[src/rtl/dalu_seq.sv]
// Sequential ALU: single-cycle add/sub/compare, iterative shift-add multiply
// and restoring divide, driven through a start/busy/done handshake.
module dalu_seq #(
    parameter int W = 16
) (
    input  logic         clk,
    input  logic         rst,
    input  logic         start,
    input  logic [7:0]   op,
    input  logic [W-1:0] a,
    input  logic [W-1:0] b,
    input  logic         cf,
    output logic         busy,
    output logic         done,
    output logic [W-1:0] acc,
    output logic [W-1:0] c,
    output logic         c_flag,
    output logic         z_flag,
    output logic         o_flag,
    output logic         n_flag,
    output logic         dz_flag
);

    localparam logic [1:0] S_IDLE = 2'd0;
    localparam logic [1:0] S_MUL  = 2'd1;
    localparam logic [1:0] S_DIV  = 2'd2;

    localparam logic [7:0] OP_ADD  = 8'h01;
    localparam logic [7:0] OP_ADC  = 8'h02;
    localparam logic [7:0] OP_SUB  = 8'h03;
    localparam logic [7:0] OP_SUC  = 8'h04;
    localparam logic [7:0] OP_MUL  = 8'h05;
    localparam logic [7:0] OP_DIV  = 8'h06;
    localparam logic [7:0] OP_CMP  = 8'h07;
    localparam logic [7:0] OP_CMPS = 8'h08;

    localparam logic [5:0] LAST_ITER = 6'(W - 1);

    logic [1:0]   state_q, state_d;
    logic [5:0]   cnt_q, cnt_d;
    logic [W-1:0] hi_q, hi_d;
    logic [W-1:0] lo_q, lo_d;
    logic [W-1:0] opnd_q, opnd_d;
    logic [W-1:0] acc_q, acc_d;
    logic [W-1:0] c_q, c_d;
    logic         cflag_q, cflag_d;
    logic         zflag_q, zflag_d;
    logic         oflag_q, oflag_d;
    logic         nflag_q, nflag_d;
    logic         dzflag_q, dzflag_d;
    logic         done_q, done_d;

    logic [W:0]   sum;
    logic [W:0]   diff;
    logic         carry_in;
    logic [W:0]   mul_sum;
    logic [W-1:0] mul_hi;
    logic [W-1:0] mul_lo;
    logic [W:0]   div_sh;
    logic [W:0]   div_trial;
    logic [W-1:0] div_rem;
    logic [W-1:0] div_lo;

    // Datapath for one add/sub and one multiply/divide iteration. The
    // iterative ops keep their working values in hi/lo so acc and c hold
    // their old contents until the completion edge.
    always_comb begin
        carry_in  = cf && (op == OP_ADC || op == OP_SUC);
        sum       = {1'b0, a} + {1'b0, b} + {{W{1'b0}}, carry_in};
        diff      = {1'b0, a} - {1'b0, b} - {{W{1'b0}}, carry_in};
        mul_sum   = {1'b0, hi_q} + (lo_q[0] ? {1'b0, opnd_q} : {(W+1){1'b0}});
        mul_hi    = mul_sum[W:1];
        mul_lo    = {mul_sum[0], lo_q[W-1:1]};
        div_sh    = {hi_q, lo_q[W-1]};
        div_trial = div_sh - {1'b0, opnd_q};
        div_rem   = div_trial[W] ? div_sh[W-1:0] : div_trial[W-1:0];
        div_lo    = {lo_q[W-2:0], ~div_trial[W]};
    end

    always_comb begin
        state_d  = state_q;
        cnt_d    = cnt_q;
        hi_d     = hi_q;
        lo_d     = lo_q;
        opnd_d   = opnd_q;
        acc_d    = acc_q;
        c_d      = c_q;
        cflag_d  = cflag_q;
        zflag_d  = zflag_q;
        oflag_d  = oflag_q;
        nflag_d  = nflag_q;
        dzflag_d = dzflag_q;
        done_d   = 1'b0;

        if (state_q == S_IDLE) begin
            if (start) begin
                done_d = 1'b1;
                case (op)
                    OP_ADD, OP_ADC: begin
                        acc_d    = sum[W-1:0];
                        cflag_d  = sum[W];
                        oflag_d  = (a[W-1] == b[W-1]) && (sum[W-1] != a[W-1]);
                        nflag_d  = sum[W-1];
                        zflag_d  = (sum[W-1:0] == '0);
                        dzflag_d = 1'b0;
                    end
                    OP_SUB, OP_SUC: begin
                        acc_d    = diff[W-1:0];
                        cflag_d  = diff[W];
                        oflag_d  = (a[W-1] != b[W-1]) && (diff[W-1] != a[W-1]);
                        nflag_d  = diff[W-1];
                        zflag_d  = (diff[W-1:0] == '0);
                        dzflag_d = 1'b0;
                    end
                    OP_MUL: begin
                        done_d  = 1'b0;
                        state_d = S_MUL;
                        cnt_d   = '0;
                        hi_d    = '0;
                        lo_d    = a;
                        opnd_d  = b;
                    end
                    OP_DIV: begin
                        if (b == '0) begin
                            acc_d    = '1;
                            c_d      = a;
                            dzflag_d = 1'b1;
                            zflag_d  = 1'b0;
                            cflag_d  = 1'b0;
                            oflag_d  = 1'b0;
                            nflag_d  = 1'b0;
                        end else begin
                            done_d  = 1'b0;
                            state_d = S_DIV;
                            cnt_d   = '0;
                            hi_d    = '0;
                            lo_d    = a;
                            opnd_d  = b;
                        end
                    end
                    OP_CMP: begin
                        zflag_d  = (a == b);
                        cflag_d  = (a < b);
                        oflag_d  = (a > b);
                        nflag_d  = 1'b0;
                        dzflag_d = 1'b0;
                    end
                    OP_CMPS: begin
                        zflag_d  = (a == b);
                        cflag_d  = ($signed(a) < $signed(b));
                        oflag_d  = ($signed(a) > $signed(b));
                        nflag_d  = 1'b0;
                        dzflag_d = 1'b0;
                    end
                    default: ;
                endcase
            end
        end else begin
            cnt_d = cnt_q + 6'd1;
            if (state_q == S_MUL) begin
                hi_d = mul_hi;
                lo_d = mul_lo;
                if (cnt_q == LAST_ITER) begin
                    state_d  = S_IDLE;
                    done_d   = 1'b1;
                    c_d      = mul_hi;
                    acc_d    = mul_lo;
                    zflag_d  = ({mul_hi, mul_lo} == '0);
                    oflag_d  = (mul_hi != '0);
                    nflag_d  = mul_lo[W-1];
                    cflag_d  = 1'b0;
                    dzflag_d = 1'b0;
                end
            end else begin
                hi_d = div_rem;
                lo_d = div_lo;
                if (cnt_q == LAST_ITER) begin
                    state_d  = S_IDLE;
                    done_d   = 1'b1;
                    acc_d    = div_lo;
                    c_d      = div_rem;
                    zflag_d  = (div_lo == '0);
                    oflag_d  = 1'b0;
                    nflag_d  = 1'b0;
                    cflag_d  = 1'b0;
                    dzflag_d = 1'b0;
                end
            end
        end
    end

    always_ff @(posedge clk) begin
        if (rst) begin
            state_q  <= S_IDLE;
            cnt_q    <= '0;
            hi_q     <= '0;
            lo_q     <= '0;
            opnd_q   <= '0;
            acc_q    <= '0;
            c_q      <= '0;
            cflag_q  <= 1'b0;
            zflag_q  <= 1'b0;
            oflag_q  <= 1'b0;
            nflag_q  <= 1'b0;
            dzflag_q <= 1'b0;
            done_q   <= 1'b0;
        end else begin
            state_q  <= state_d;
            cnt_q    <= cnt_d;
            hi_q     <= hi_d;
            lo_q     <= lo_d;
            opnd_q   <= opnd_d;
            acc_q    <= acc_d;
            c_q      <= c_d;
            cflag_q  <= cflag_d;
            zflag_q  <= zflag_d;
            oflag_q  <= oflag_d;
            nflag_q  <= nflag_d;
            dzflag_q <= dzflag_d;
            done_q   <= done_d;
        end
    end

    assign busy    = (state_q != S_IDLE);
    assign done    = done_q;
    assign acc     = acc_q;
    assign c       = c_q;
    assign c_flag  = cflag_q;
    assign z_flag  = zflag_q;
    assign o_flag  = oflag_q;
    assign n_flag  = nflag_q;
    assign dz_flag = dzflag_q;

endmodule

[config.mk]
export PLATFORM = sky130hd
export DESIGN_NAME = dalu_seq
export DESIGN_NICKNAME = d
export VERILOG_FILES = /design/src/rtl/dalu_seq.sv
export SDC_FILE = /design/constraint.sdc
export NUM_CORES = 1
export LEC_CHECK = 0
export ABC_AREA = 1
export CELL_PAD_IN_SITES_DETAIL_PLACEMENT = 2
export CELL_PAD_IN_SITES_GLOBAL_PLACEMENT = 2
export CORE_MARGIN = 2
export CORE_UTILIZATION = 25
export CTS_CLUSTER_SIZE = 8
export DETAILED_ROUTE_END_ITERATION = 10
export PLACE_DENSITY = 0.7
export SLEW_MARGIN = 20
export SYNTH_ARGS = -nofsm -noshare
export SYNTH_HDL_FRONTEND = slang
export SYNTH_SLANG_ARGS = --single-unit
export TNS_END_PERCENT = 20
[constraint.sdc]
create_clock -name clk -period 4.3 [get_ports clk]
set_input_delay 0.645 -clock clk [delete_from_list [all_inputs] [get_ports clk]]
set_output_delay 0.645 -clock clk [all_outputs]
set_load 0.02 [all_outputs]
==> results.cfg <==
[detailed_routing]
routedWlPerCell_um = 20.4
met2WireLength_um = 21000
drtPass1Iterations = 8
first_iter_violations = 538
vias_per_cell = 5.00
drt_wl_total_um = 45100
ant_nets = 0
wl_met1_um = 22100
met3_length_um = 1340
drc = 0
vias = 11000
top_layer_used = met4

[placement]
place_congestion = 0.881
post-place-cells = 2194
portBuffers = 82
placed_area_sq_mm = 0.0111
dp_hpwl_um = 37800

[hold_path]
hold_class = reg -> reg

[clocking]
clock_path_buffers = 2
cts_hold_buf = 0
cts_setup_buffers = 0
cts_buffers = 9
cts_max_level = 3
cts_tree = done
cts-root-buf = clkbuf_16
numClockSinks = 94
clock_latency_ns = 0.37
post_cts_resized = 0
cts.clk_slew.worst_paths_ns = 0.07

[final_layout]
final_common_cell = nand2_1
design_area_sq_mm = 0.0114
diodes = 0
finalNetCount = 1839
final_cell_mix = 418 x nand2_1, 287 x inv_1, 139 x a21oi_1
instances_no_fill = 2211
layout-drive-gt1-share_pct = 5.12
syn2layout_area_growth_pct = 19.5
fillers = 4757

[global_routing]
grt_pass1_wl_um = 69600
grt_overflow_total = 0
grt_antenna_before_repair = 0
grt_max_degree = 45
grt_pass1_vias = 11700
grt_usage_pct = 23.2

[power]
p_leak_nw = 5.93
peakVddDrop_uv = 182
power_mw = 3.28
powerDensity_mw_per_mm2 = 287

[critical_path]
crit_family = simple AND/OR/NAND/NOR gates
path_common_cell = nand2_1
crit_arrival_ns = 4.16
worst_setup_path_end_kind = flop
path_max_fanout = 9
cpMaxStageDelayCell = fa_1
max_stage_delay_ns = 0.54
critPathRequiredTime_ns = 4.56
path_class = in -> reg
start_kind = input port
crit_buf_inv = 7

[logic_synthesis]
synth_top_family_by_area = simple AND/OR/NAND/NOR gates
synthSimpleGateAreaFrac_pct = 32.3
synth-edff-count = 0
synth_top_area_share_pct = 19.7
ys_ff_latch = 94
synth_ff_type = dfxtp_1
yosysTopAreaCell = dfxtp_1
synthMuxAreaShare_pct = 0
synth-adder-area-share_pct = 13.6
syn_area_sq_mm = 0.00956
ys_seq_area_share_pct = 19.7
yosys_warnings = 0
ys_types = 50
synth_area_leaders = dfxtp_1 20%, nand2_1 16%, ha_1 12%
synth-compound-area-share_pct = 18.7
synth.avg_cell_area_sq_um = 5.95
synth_nets = 1750
synth_xor_area_share_pct = 1.83
syn_inst = 1606
async_flop_share_pct = 0

[sta]
fmax_ghz = 0.257
fin_hold_ws_ns = 0.486
skew_ns = 0.0125
setup_tns_ns = 0
tightestPinTransition_ns = 1.01
hold_violations = 0
finalSetupViolations = 0
drv_slew = 0
fin_crit_sh_pct = 90.6
period_needed_ns = 3.90
rsz0062_at_grt = no
maxSlewHeadroom_pct = 32.7

[floorplanning]
die-area_sq_mm = 0.0398
die_h_um = 200
core-area_sq_mm = 0.0377
ios = 83
rows = 71
initial_core_util_pct = 25.4
die_x_um = 200

[flow_run]
max-cap-violations = 0

[outcome]
status = finished, final reports clean
-- worst min-delay path, cell delays in order (launching register included) --
cell	delay, ns
dfxtp_1	0.33
nand2_1	0.07
a21oi_1	0.05
-- report_power, final --
| group | internal, mW | switching, mW | leakage (nW) |
|---|---|---|---|
| logic | 0.468 | 0.960 | 5.03 |
| registers | 0.934 | 0.0569 | 0.760 |
| clock network | 0.468 | 0.393 | 0.142 |
-- cell type report --
cell class | count | area, sq um | share of cell area (%)
Clock buffer | 11 | 243 | 2.12
Tap cell | 511 | 639 | 5.60
Sequential cell | 94 | 1880 | 16.5
Inverter | 300 | 1130 | 9.88
Multi-Input combinational cell | 1169 | 6360 | 55.6
Timing Repair Buffer | 121 | 1120 | 9.78
Clock inverter | 5 | 58.8 | 0.515
-- synthesized netlist by cell type (2+ instances only) --
| cell | number |
|---|---|
| nand2_1 | 418 |
| inv_1 | 288 |
| a21oi_1 | 139 |
| nor2_1 | 131 |
| nand3_1 | 108 |
| dfxtp_1 | 94 |
| ha_1 | 94 |
| o21ai_0 | 85 |
| nand4_1 | 29 |
| clkbuf_1 | 28 |
| nor3_1 | 18 |
| o22ai_1 | 15 |
| o211ai_1 | 13 |
| o21ai_1 | 13 |
| xor2_1 | 13 |
| o21a_1 | 12 |
| inv_2 | 11 |
| o21bai_1 | 11 |
| a31oi_1 | 8 |
| nand3b_1 | 7 |
| xnor2_1 | 7 |
| buf_2 | 6 |
| fa_1 | 6 |
| buf_4 | 5 |
| a211oi_1 | 4 |
| and2_1 | 3 |
| buf_1 | 3 |
| nand2_2 | 3 |
| nor4_1 | 3 |
| or2_2 | 3 |
| a21o_1 | 2 |
| a21oi_2 | 2 |
| a221o_1 | 2 |
| and3_1 | 2 |
| nor2_2 | 2 |
| nor3_4 | 2 |
| o21ai_2 | 2 |
| o221ai_1 | 2 |
-- metrics by stage --
stage	util [%]	setup WS, ns
after floorplan	-	1.16
after CTS	30.3	0.413
after global routing	30.3	0.0360
after detailed placement	29.5	0.0411
final	30.3	0.402
after global placement	29.5	0.162
-- per-layer routing --
metal / global-route usage (%) / vias up
met5: 0 / -
met4: 4.28 / 0
met3: 2.30 / 34
met2: 39.2 / 175
met1: 32.0 / 5500
li1: - / 5336
-- sequential cells by signal, indices dropped and copies added (netlist names), 2 cells and up --
register	count
acc	16
cnt_q	6
c	16
opnd_q	16
state_q	2
lo_q	16
hi_q	16
-- final timing paths --
| path | start | to | slack, ns | cells after the start |
|---|---|---|---|---|
| worst min register to register | cnt_q[5] | cnt_q[5] | 0.49 | 2 |
| worst max-delay path | op[4] | z_flag | 0.40 | 29 |
| worst min-delay path | cnt_q[5] | cnt_q[5] | 0.49 | 2 |
| worst max register to register | lo_q[15] | c[13] | 1.02 | 17 |
-- cell families after synthesis --
group           Yosys count
buf+inv                 343
simple gates            732
flops                    94
xor+xnor                 20
fa+ha+maj               100
compound gates          317
No activity file was read; power rests on OpenSTA's default activity.
